--- src/rtl/nios2_oci_dct_trace_fifo.sv ---
// Capture FIFO for the OCI data-capture-trace stream: count-tagged words, valid/ready drain,
// backpressure or drop-and-count on full, and an end-of-test drain sequence.
module nios2_oci_dct_trace_fifo #(
    parameter int DATA_W       = 30,
    parameter int CNT_W        = 4,
    parameter int DEPTH        = 16,
    parameter int DROP_ON_FULL = 0,
    parameter int OVF_W        = 16,
    parameter int TOT_W        = 32
) (
    input  logic                     clk,
    input  logic                     reset,
    input  logic                     dct_valid,
    output logic                     dct_ready,
    input  logic [DATA_W-1:0]        dct_buffer,
    input  logic [CNT_W-1:0]         dct_count,
    input  logic                     test_ending,
    output logic                     out_valid,
    input  logic                     out_ready,
    output logic [DATA_W-1:0]        out_data,
    output logic [CNT_W-1:0]         out_count,
    output logic [$clog2(DEPTH):0]   fill_level,
    output logic [OVF_W-1:0]         overflow_count,
    output logic [TOT_W-1:0]         word_total,
    output logic [1:0]               state,
    output logic                     test_has_ended
);
    localparam int PTR_W  = $clog2(DEPTH);
    localparam int FILL_W = PTR_W + 1;
    localparam int ENT_W  = DATA_W + CNT_W;
    localparam logic [FILL_W-1:0] FULL_LVL = FILL_W'(DEPTH);

    typedef enum logic [1:0] {
        ST_RUN   = 2'd0,
        ST_DRAIN = 2'd1,
        ST_DONE  = 2'd2
    } state_e;

    function automatic logic [OVF_W-1:0] sat_inc(input logic [OVF_W-1:0] v);
        return (&v) ? v : v + OVF_W'(1);
    endfunction

    logic [ENT_W-1:0]  mem_q [DEPTH];
    logic [PTR_W-1:0]  wr_q, wr_d, rd_q, rd_d;
    logic [FILL_W-1:0] fill_q, fill_d;
    logic [OVF_W-1:0]  ovf_q, ovf_d;
    logic [TOT_W-1:0]  tot_q, tot_d;
    state_e            state_q;
    logic              ended_q;
    logic              full, ready_int, valid_int, offer, pop, accept, drop;
    logic [ENT_W-1:0]  head;

    always_comb begin
        full      = (fill_q == FULL_LVL);
        ready_int = (state_q == ST_RUN) && ((DROP_ON_FULL != 0) || !full);
        valid_int = (fill_q != '0) && (state_q != ST_DONE);
        pop       = valid_int && out_ready;
        // Zero-count words are swallowed here so they never reach the queue or counters.
        offer     = dct_valid && ready_int && (dct_count != '0);
        accept    = offer && (!full || pop);
        drop      = (DROP_ON_FULL != 0) && offer && full && !pop;

        wr_d  = accept ? wr_q + PTR_W'(1) : wr_q;
        rd_d  = pop ? rd_q + PTR_W'(1) : rd_q;
        ovf_d = drop ? sat_inc(ovf_q) : ovf_q;
        tot_d = accept ? tot_q + TOT_W'(1) : tot_q;
        unique case ({accept, pop})
            2'b10:   fill_d = fill_q + FILL_W'(1);
            2'b01:   fill_d = fill_q - FILL_W'(1);
            default: fill_d = fill_q;
        endcase
    end

    always_ff @(posedge clk) begin
        if (accept && !reset) begin
            mem_q[wr_q] <= {dct_count, dct_buffer};
        end
    end

    always_ff @(posedge clk) begin
        if (reset) begin
            wr_q   <= '0;
            rd_q   <= '0;
            fill_q <= '0;
            ovf_q  <= '0;
            tot_q  <= '0;
        end else begin
            wr_q   <= wr_d;
            rd_q   <= rd_d;
            fill_q <= fill_d;
            ovf_q  <= ovf_d;
            tot_q  <= tot_d;
        end
    end

    always_ff @(posedge clk) begin
        if (reset) begin
            state_q <= ST_RUN;
            ended_q <= 1'b0;
        end else begin
            unique case (state_q)
                ST_RUN: begin
                    if (test_ending) state_q <= ST_DRAIN;
                end
                ST_DRAIN: begin
                    if (fill_q == '0) begin
                        state_q <= ST_DONE;
                        ended_q <= 1'b1;
                    end
                end
                ST_DONE: state_q <= ST_DONE;
                default: state_q <= ST_RUN;
            endcase
        end
    end

    // Every output reads zero for as long as reset is held, not just after the edge.
    assign head           = mem_q[rd_q];
    assign dct_ready      = !reset && ready_int;
    assign out_valid      = !reset && valid_int;
    assign out_data       = reset ? '0 : head[DATA_W-1:0];
    assign out_count      = reset ? '0 : head[ENT_W-1:DATA_W];
    assign fill_level     = reset ? '0 : fill_q;
    assign overflow_count = reset ? '0 : ovf_q;
    assign word_total     = reset ? '0 : tot_q;
    assign state          = reset ? 2'd0 : state_q;
    assign test_has_ended = !reset && ended_q;
endmodule

--- config.mk ---
export PLATFORM = sky130hd
export DESIGN_NAME = nios2_oci_dct_trace_fifo
export DESIGN_NICKNAME = d
export VERILOG_FILES = /design/src/rtl/nios2_oci_dct_trace_fifo.sv
export SDC_FILE = /design/constraint.sdc
export NUM_CORES = 1
export LEC_CHECK = 0
export CAP_MARGIN = 20
export CORE_MARGIN = 2
export CORE_UTILIZATION = 30
export CTS_BUF_LIST = sky130_fd_sc_hd__clkbuf_4
export DETAILED_ROUTE_END_ITERATION = 8
export GPL_TIMING_DRIVEN = 0
export PLACE_DENSITY = 0.52
export SYNTH_ARGS = -nofsm -noshare
export SYNTH_HDL_FRONTEND = slang
export SYNTH_SLANG_ARGS = --single-unit
--- constraint.sdc ---
create_clock -name clk -period 8.9 [get_ports clk]
set_input_delay 2.225 -clock clk [delete_from_list [all_inputs] [get_ports clk]]
set_output_delay 2.225 -clock clk [all_outputs]
set_load 0.01 [all_outputs]
* Yosys cells after proc, flatten, opt, wreduce, memory -nomap -nowiden
Memory sizes are Yosys's and may differ from the RTL's. A register that Yosys moved wholly into a read port is not among the register bits.
Index checks and enable logic that the tools add are counted.
** Cells by class
- Multiplexer cells :: 14
- Equality and inequality tests :: 8
- Reductions and logical operators :: 20
- $add $sub $neg :: 5
** Operators by type and width (count)
- adder 32 x 1 -> 32 bit (second input constant) :: 1
- 2-to-1 mux 32 bit :: 1
- 2-to-1 mux 30 bit :: 1
- 2-to-1 mux 16 bit :: 1
- 2-to-1 mux 4 bit :: 3
- logical AND 1 bit :: 10
- one-hot mux 5 bit (2 select lines) :: 1
- adder 4 x 1 -> 4 bit (second input constant) :: 2
- 2-to-1 mux 2 bit :: 3
- != test 2 bit (second input constant) :: 3
- one-hot mux 2 bit (3 select lines) :: 1
- adder 5 x 1 -> 5 bit (second input constant) :: 1
- equality test 5 bit (second input constant) :: 1
- zero test 5 bit :: 1
- 2-to-1 mux 5 bit :: 1
- nonzero test 5 bit :: 1
- subtractor 5 x 1 -> 5 bit (second input constant) :: 1
- equality test 2 x 1 -> 1 bit (second input constant) :: 2
- equality test 2 bit (second input constant) :: 2
- AND reduction 2 bit :: 2
- nonzero test 4 bit :: 1
- zero test 1 bit :: 2
- zero test 2 bit :: 1
- 2-to-1 mux 1 bit :: 2
- 2 further kinds :: 2
** Storage, ports and cells
- Output and inout port bits :: 92
- Memory bits (writable) :: 544
- Flip-flop bits (word level) :: 64
- Memories kept :: 1
** Memories
- mem_q :: words 16, bits a word 34, read ports 1, clocked after memory_dff 1, write ports 1, RTL line 43 : logic [ENT_W-1:0] mem_q [DEPTH];

* Depth between registers and ports, before layout
Gate-level depths: netlist of run 1.
- Depth in word-level cells :: 9
- Gate-level depth with buffers :: 13
- Gate-level depth less buffers :: 13

* Worst setup path before layout of run 1
No wires, ideal clock.
- Path kind :: input port to flip-flop
- Start point :: in dct_count[1]
- End point :: mem mem_q[0][0] (netlist bit), enable pin
- Path slack :: 2.939 ns
- Arrival :: 5.494 ns
- Cell stages on the path :: 6
- Cells stage by stage :: o41ai_2 > a211oi_4 > buf_2 > buf_4 > nand3b_1 > nor3_1
** On the way
- Cells in the longest elaborated chain, start to end :: 6
** RTL lines
- start: declaration :: RTL line 16 : input logic [CNT_W-1:0] dct_count,
- nonzero test 4 bit :: RTL line 59 : offer = dct_valid && ready_int && (dct_count != '0);
- logical AND 1 bit :: RTL line 59
- logical AND 1 bit :: RTL line 60 : accept = offer && (!full || pop);
- logical AND 1 bit :: RTL line 75 : if (accept && !reset) begin
- 2-to-1 mux 1 bit :: RTL line 75
- 2-to-1 mux 1 bit (not written as such) :: RTL line 76 : mem_q[wr_q] <= {dct_count, dct_buffer};
- end: declaration :: RTL line 43
No other way between the ends.

* Worst setup path after layout of run 1
- Start point :: in reset
- End point :: out out_count[2]
** On the way
- Cells in the longest elaborated chain, start to end :: 1
** RTL lines
- start: declaration :: RTL line 12 : input logic reset,
- 2-to-1 mux 4 bit :: RTL line 122 : assign out_count = reset ? '0 : head[ENT_W-1:DATA_W];
- end: declaration :: RTL line 21 : output logic [CNT_W-1:0] out_count,
No other way between the ends.

==> metrics.md, run 1 <==
| Metric | Value |
|---|---|
| Status | complete, no violations |
| Die area | 82000 µm² |
| Row cnt | 103 |
| Pwr per Cell Area | around 230 nW/µm² |
| Post-synthesis async set-or-reset flop share | 0% |
| Non-filler cells, final | 2779 |
| CTS tree | built |
| Final core utilization | 37.2% |
| Die X | 286 µm |
| Routability cong. | approximately 0.8 |
| Initial DRC count | 1308 |
| First-pass iteration count of the detailed router | 5 |
| Cell Area, Synth | between 20000 and 25000 µm² |
| # setup viols final | 0 |
| Period Utilization, post-route | 87.1% |
| Clock network fraction of total power | 36.6% |
| Yosys warns | 0 |
| Starting Density | between 30% and 40% |
| Seq/Total Area, Yosys | between 70% and 80% |
| # DRC | 0 |
| VDD IR max | 0.0851 mV |
| Clock root buffer | clkbuf_4 |
| Fraction of layout cells with a size suffix above 1 | 27.7% |
| Unrepaired setup endpoints after global routing | false |
| CTS buffer count | 164 |
| Vias per inst | 4.79 |
| Net Switching | 1.76 mW |
| Final min period | between 7 and 8 ns |
| Seq pwr share | about 48% |
| Final wirelength | between 60 and 70 mm |
| Critical path peak fanout | 10 |
| EDFF count, synth | between 500 and 600 |
| Netlist cell types | 50 |
| # resized after CTS | 0 |
| Pin count of the biggest net entering global routing | 22 |
| Core area | 79000 µm² |
| Syn Nets | 1324 |
| PortBufs | 130 |
| Antenna violations before repair | 7 |
| Ys flop type | edfxtp_1 |
| Power share of the combinational group | approximately 15% |
| Hold Vio Cnt, Final | 0 |
| Req. time, crit path | 6.68 ns |
| Crit. End Element | primary output |
| Fmax | 129 MHz |
| GRT Total Usage | 15.7% |
| Slew Limit Headroom | about 19% |
| Global route overflow | 0 |
| Cell Int Power | 5.00 mW |
| Buffer count from post-CTS setup fixing | 0 |
| Area delta synth->final | 22.8% |
| Clk_skew | 0.0667 ns |
| Hold_buf cts | 0 |
| Die span in y | 286 µm |
| MaxCap Viol Count | 0 |
| Vias in the first global route | 14200 |
| Sw frac | 26.1% |
| Placed instance count | between 2000 and 2500 |
| Cell count after synthesis | 1270 |
| Min-delay worst type | reg -> reg |
| Htree depth | 4 |
| Clk_lat worst skew | 1.00 ns |
| Clock slew at reported path FFs | approximately 0.060 ns |
| Critical path type | in -> out |
| Power consumption | 6.77 mW |
| DRT antenna net count | 0 |
| Leakage | 9.56 nW |
| Worst EP arrival | about 5.5 ns |
| DP HPWL | 40.4 mm |
| Final Max Slew Viols | 0 |
| CP startpoint kind | primary input |
| Synth Register Bits | a little over 600 |
| Via count | 13300 |
| Nets | approximately 1700 |
| # clock sinks | 612 |
| Synth Area per Inst | 18.8 µm² |
| Filler cells | 7351 |
| Drt wl/cell | 22.9 µm |
| Largest buffer count on any clock path | 3 |
| First-pass GRT wire length | 93.0 mm |
| Top Ports | 131 |
| Slew @ Worst Pin | 1.21 ns |
-- final timing paths --
path                      startpoint                endpoint  slack [ns]  depth (start not counted)
max reg2reg  state_q[0]$_SDFFE_PP0P_  fill_q[4]$_SDFFE_PP0P_        5.39                         11
min                ovf_d[13]$_DFF_P_       ovf_d[13]$_DFF_P_        0.46                          1
max                            reset            out_count[2]        1.14                          7
min reg2reg        ovf_d[13]$_DFF_P_       ovf_d[13]$_DFF_P_        0.46                          1
-- cell type report --
cell class	instances	area (µm²)	area share (%)
antenna	9	22.5	0.0767
buffer	63	275	0.937
clock buffer	247	1850	6.31
clock inverter	35	233	0.792
inverter	18	67.6	0.230
multi-input combinational	577	5990	20.4
sequential	612	17700	60.3
tap	1050	1310	4.47
timing repair buffer	168	1920	6.54
-- Yosys cell counts, types with 2 or more instances --
| master | count | area share [%] |
|---|---|---|
| nor4_2 | 3 | 0.16 |
| dfxtp_1 | 68 | 5.7 |
| buf_4 | 4 | 0.13 |
| mux4_2 | 123 | 12 |
| or3_1 | 2 | 0.052 |
| nor2b_1 | 57 | 1.5 |
| a32oi_1 | 7 | 0.26 |
| or4_1 | 2 | 0.063 |
| nand3b_1 | 4 | 0.13 |
| nand2_1 | 39 | 0.61 |
| nand2b_1 | 4 | 0.10 |
| mux2_2 | 2 | 0.094 |
| nand3_1 | 15 | 0.31 |
| inv_1 | 16 | 0.25 |
| mux2i_1 | 66 | 2.8 |
| mux2_1 | 2 | 0.094 |
| a211oi_1 | 8 | 0.25 |
| xor2_1 | 22 | 0.81 |
| a311oi_1 | 6 | 0.22 |
| nand4_1 | 25 | 0.65 |
| a21oi_1 | 14 | 0.29 |
| o21ai_0 | 10 | 0.21 |
| nor2_1 | 75 | 1.2 |
| a22oi_1 | 6 | 0.19 |
| and3_1 | 3 | 0.078 |
| clkbuf_1 | 31 | 0.49 |
| o22ai_1 | 22 | 0.58 |
| nor4_1 | 3 | 0.078 |
| o211ai_1 | 7 | 0.22 |
| edfxtp_1 | 544 | 68 |
| buf_1 | 9 | 0.14 |
| buf_2 | 19 | 0.40 |
| xnor2_1 | 11 | 0.40 |
| ha_1 | 14 | 0.73 |
| nor3_1 | 12 | 0.25 |
-- logic make-up after synthesis --
logic type / count (synthesis) / share of synthesized area, %
buf+inv: 81 / 1.43
fa+ha+maj: 15 / 0.816
xor+xnor: 33 / 1.21
flops: 612 / 74.0
mux: 193 / 14.5
simple gates: 252 / 5.50
compound gates: 84 / 2.51
-- metrics by stage --
stage | hold WS (ns) | setup WS (ns) | TNS [ns] | cell area (µm²)
after floorplan | 0.429 | 2.94 | 0 | 23900
after global placement | 0.458 | -2.22 | -294.87 | 26500
after detailed placement | 0.458 | 1.18 | 0 | 27200
after CTS | 0.466 | 1.19 | 0 | 29300
after global routing | 0.474 | 1.11 | 0 | 29400
final | 0.463 | 1.14 | 0 | 29400
-- cell usage in the layout (no fill, tap or decap), types with 25 or more instances in the layout --
| cell type | n |
|---|---|
| nand2_1 | 39 |
| clkbuf_4 | 247 |
| edfxtp_1 | 544 |
| nor2b_1 | 57 |
| clkdlybuf4s50_1 | 130 |
| clkbuf_1 | 31 |
| nand4_1 | 25 |
| nor2_1 | 63 |
| dfxtp_1 | 68 |
| mux4_2 | 123 |
| mux2i_1 | 66 |
-- registers in the layout (all words and copies together) (netlist names), named ones only --
name	count
fill_q	5
tot_q	32
mem_q	544
state_q	2
ended_q	1
ovf_d	16
wr_q	4
rd_q	4
-- power by group through the flow --
stage / logic, mW / clock network (mW) / registers (mW)
after global placement: 1.03 / 0 / 3.32
after floorplan: 0.651 / 0 / 3.30
after CTS: 1.07 / 2.56 / 3.25
after global routing: 1.13 / 2.70 / 3.25
final: 1.04 / 2.48 / 3.25
after detailed placement: 1.07 / 0 / 3.31
-- per-layer routing --
metal	part of all wire, %	global-route usage [%]	vias up
met5	0.11	0	-
met4	1.7	5.21	10
met3	6.3	4.21	98
met2	48	25.1	445
met1	44	20.9	6892
li1	-	-	5877
-- critical path: stages --
cell and delay [ns]:
clkdlybuf4s50_1 0.58, or2_2 0.36, buf_1 0.37, a311oi_1 0.54, a21oi_1 0.08, o21ai_0 0.69
clkdlybuf4s50_1 0.68
Note: power is estimated with default switching activity, not from simulation.
==> inputs of run 2 (changes only) <==
Settings changed: CORE_UTILIZATION 30 to 48, PLACE_DENSITY 0.52 to 0.72, TNS_END_PERCENT set to 10.
==> run 2 against run 1 <==
- sequential share of layout area is 1.9 points higher
- clock power shrank 8%
- final cell count is 15% lower
- via count shrank 0.69%
- flip-flop and latch count unchanged
- non-clock buffer count shrank 10
- setup slack better by 0.23 ns
- maximum frequency rose by 3.0%
- clock skew decreased by 0.011 ns
- critical path depth decreased by 1
- routed wire length down 12%
- largest cell class unchanged
==> metrics.md, run 2 (same netlist as run 1, synthesis figures left out) <==
| Metric | Value |
|---|---|
| Status | complete, no violations |
| Commonest non-fill, non-tap cell in the layout | edfxtp_1 |
| Unrepaired setup endpoints after global routing | false |
| # clock sinks | 612 (unchanged) |
| Leakage | 9.35 nW (-2.2%) |
| Vias per inst | 5.60 (+17%) |
| Die area | 51600 µm² (-37%) |
| Nets | 1638 (-1.2%) |
| Placed cell area | 26600 µm² (-2.4%) |
| Core area | 49100 µm² (-38%) |
| Hold_buf cts | 0 (unchanged) |
| Hold Vio Cnt, Final | 0 (unchanged) |
| Final Max Slew Viols | 0 (unchanged) |
| Antenna violations before repair | 1 (-6) |
| Worst EP arrival | 5.30 ns (-0.23 ns) |
| Levels on crit path | 6 (-1) |
| Highest-count cells in the layout ignoring fill and taps | edfxtp_1 (544), clkbuf_4 (225), clkdlybuf4s50_1 (130) |
| Slew Limit Headroom | 26.7% (+7.2 points) |
| CP top delay family | buffers and inverters |
| Htree depth | 4 (unchanged) |
| VDD IR max | 0.115 mV (+35%) |
| Most Frequent Cell on Critical Path | clkdlybuf4s50_1 |
| Critical path peak fanout | 10 (unchanged) |
| Die X | 227 µm (-21%) |
| # setup viols final | 0 (unchanged) |
| Vias in the first global route | 13900 (-1.9%) |
| Hold path depth | 1 (unchanged) |
| # resized after CTS | 0 (unchanged) |
| Buffer count from post-CTS setup fixing | 0 (unchanged) |
| Starting Density | 48.8% (+18 points) |
| MaxCap Viol Count | 0 (unchanged) |
| Final min period | 7.53 ns (-0.226 ns) |
| Row cnt | 81 (-21%) |
| Clk_lat worst skew | 0.97 ns (-0.03 ns) |
| CTS tree | built |
| CTS buffer count | 154 (-6.1%) |
| Pwr per Cell Area | 230 nW/µm² (-0.13%) |
| Final setup margin | 1.37 ns (+0.226 ns) |
| CP startpoint kind | primary input |
| Multi-input logic area | 5990 µm² (unchanged) |
| Storage cell area | 17700 µm² (unchanged) |
| Die span in y | 227 µm (-21%) |
| Biggest register | mem_q |
| Critical path type | in -> out |
| Crit. End Element | primary output |
| Final wirelength | 55.9 mm (-12%) |
| CP max stage cell | clkbuf_1 |
| Clock slew at reported path FFs | 0.06 ns (about the same) |
| DP HPWL | 34.7 mm (-14%) |
| Clk_skew | 0.0555 ns (-0.0113 ns) |
| Req. time, crit path | 6.68 ns (about the same) |
| DRT antenna net count | 0 (unchanged) |
| Fmax | 133 MHz (+3.0%) |
| Global route overflow | 0 (unchanged) |
| First-pass iteration count of the detailed router | 6 (+1) |
| Setup WS pre-CTS | 1.45 ns (+0.270 ns) |
| Period Utilization, post-route | 84.6% (-2.5 points) |
| Pin count of the biggest net entering global routing | 24 (+9.1%) |
| Min-delay worst type | reg -> reg |
| Area delta synth->final | 19.1% |
| Top Ports | 131 (unchanged) |
| Max FFs per register | 544 (unchanged) |
| Initial DRC count | 1336 (+2.1%) |
| Clock root buffer | clkbuf_4 |
| PortBufs | 130 (unchanged) |
| Filler cells | 3760 (-49%) |
| # DRC | 0 (unchanged) |
| Drt wl/cell | 23.7 µm (+3.6%) |
| Crit-path cells | clkdlybuf4s50_1 -> or2_2 -> buf_1 -> clkbuf_1 -> o22ai_1 -> clkdlybuf4s50_1 |
| Crit-path max cell delay | 0.80 ns (+0.11 ns) |
| Slew @ Worst Pin | 1.10 ns (-0.108 ns) |
| R2R cell count | 11 (unchanged) |
| GRT Total Usage | 22.5% (+6.7 points) |
| Via count | 13200 (-0.69%) |
| Routability cong. | 0.785 (+0.56%) |
| Fraction of layout cells with a size suffix above 1 | 26.0% (-1.7 points) |
| Post-layout instance area | 28500 µm² (-3.0%) |
| Buf+Inv Stages, Crit Path | 4 (+1) |
| First-pass GRT wire length | 82.8 mm (-11%) |
| Largest buffer count on any clock path | 3 (unchanged) |
run 2: cell types whose count changed in the layout (fill, tap and decap cells not counted), sizes merged:
cell,change
clkbuf,-22
clkinv,+11
buf,-10
diode,-8
inv,-4
clkinvlp,+3
bufinv,-1
run 2: layout make-up:
class | count | share of cell area [%]
clock buffers | 225 | 5.93
well taps | 664 | 2.92
inverters | 18 | 0.237
multi-input cells | 577 | 21.0
clock inverters | 44 | 0.782
flip-flops and latches | 612 | 62.1
plain buffers | 63 | 0.966
repair buffers | 158 | 6.04
diodes | 1 | 0.00878
run 2: report_power, final:
group | leakage (nW) | total [mW] | internal (mW) | switching [mW]
logic | 2.78 | 1.01 | 0.471 | 0.543
registers | 5.44 | 3.25 | 3.20 | 0.0437
clock network | 1.12 | 2.29 | 1.19 | 1.11
total | 9.35 | 6.56 | 4.86 | 1.69
run 2: per-layer routing:
metal	track usage [%]	wire (µm)	up-vias
li1	-	-	5831
met1	28.0	21500	6651
met2	37.9	28100	659
met3	6.43	5200	89
met4	7.86	1150	0
met5	0	0	-
run 2: per-stage QoR:
step | hold slack, ns | power (mW) | instances | util (%) | TNS, ns
2_1_floorplan | 0.429 | 3.95 | 1270 | - | 0
3_3_place_gp | 0.456 | 4.29 | 2064 | 53.1 | -135.86
3_5_place_dp | 0.458 | 4.33 | 2092 | 54.2 | 0
4_1_cts | 0.467 | 6.61 | 2361 | 58.1 | 0
5_1_grt | 0.478 | 6.84 | 2362 | 58.1 | 0
6_report | 0.465 | 6.56 | 2362 | 58.1 | 0
run 2: worst paths after layout:
kind | start | end | slack, ns
max reg2reg | state_q[0]$_SDFFE_PP0P_ | fill_q[4]$_SDFFE_PP0P_ | 5.50
min reg2reg | ovf_d[3]$_DFF_P_ | ovf_d[3]$_DFF_P_ | 0.46
min | ovf_d[3]$_DFF_P_ | ovf_d[3]$_DFF_P_ | 0.46
max | reset | out_data[24] | 1.37
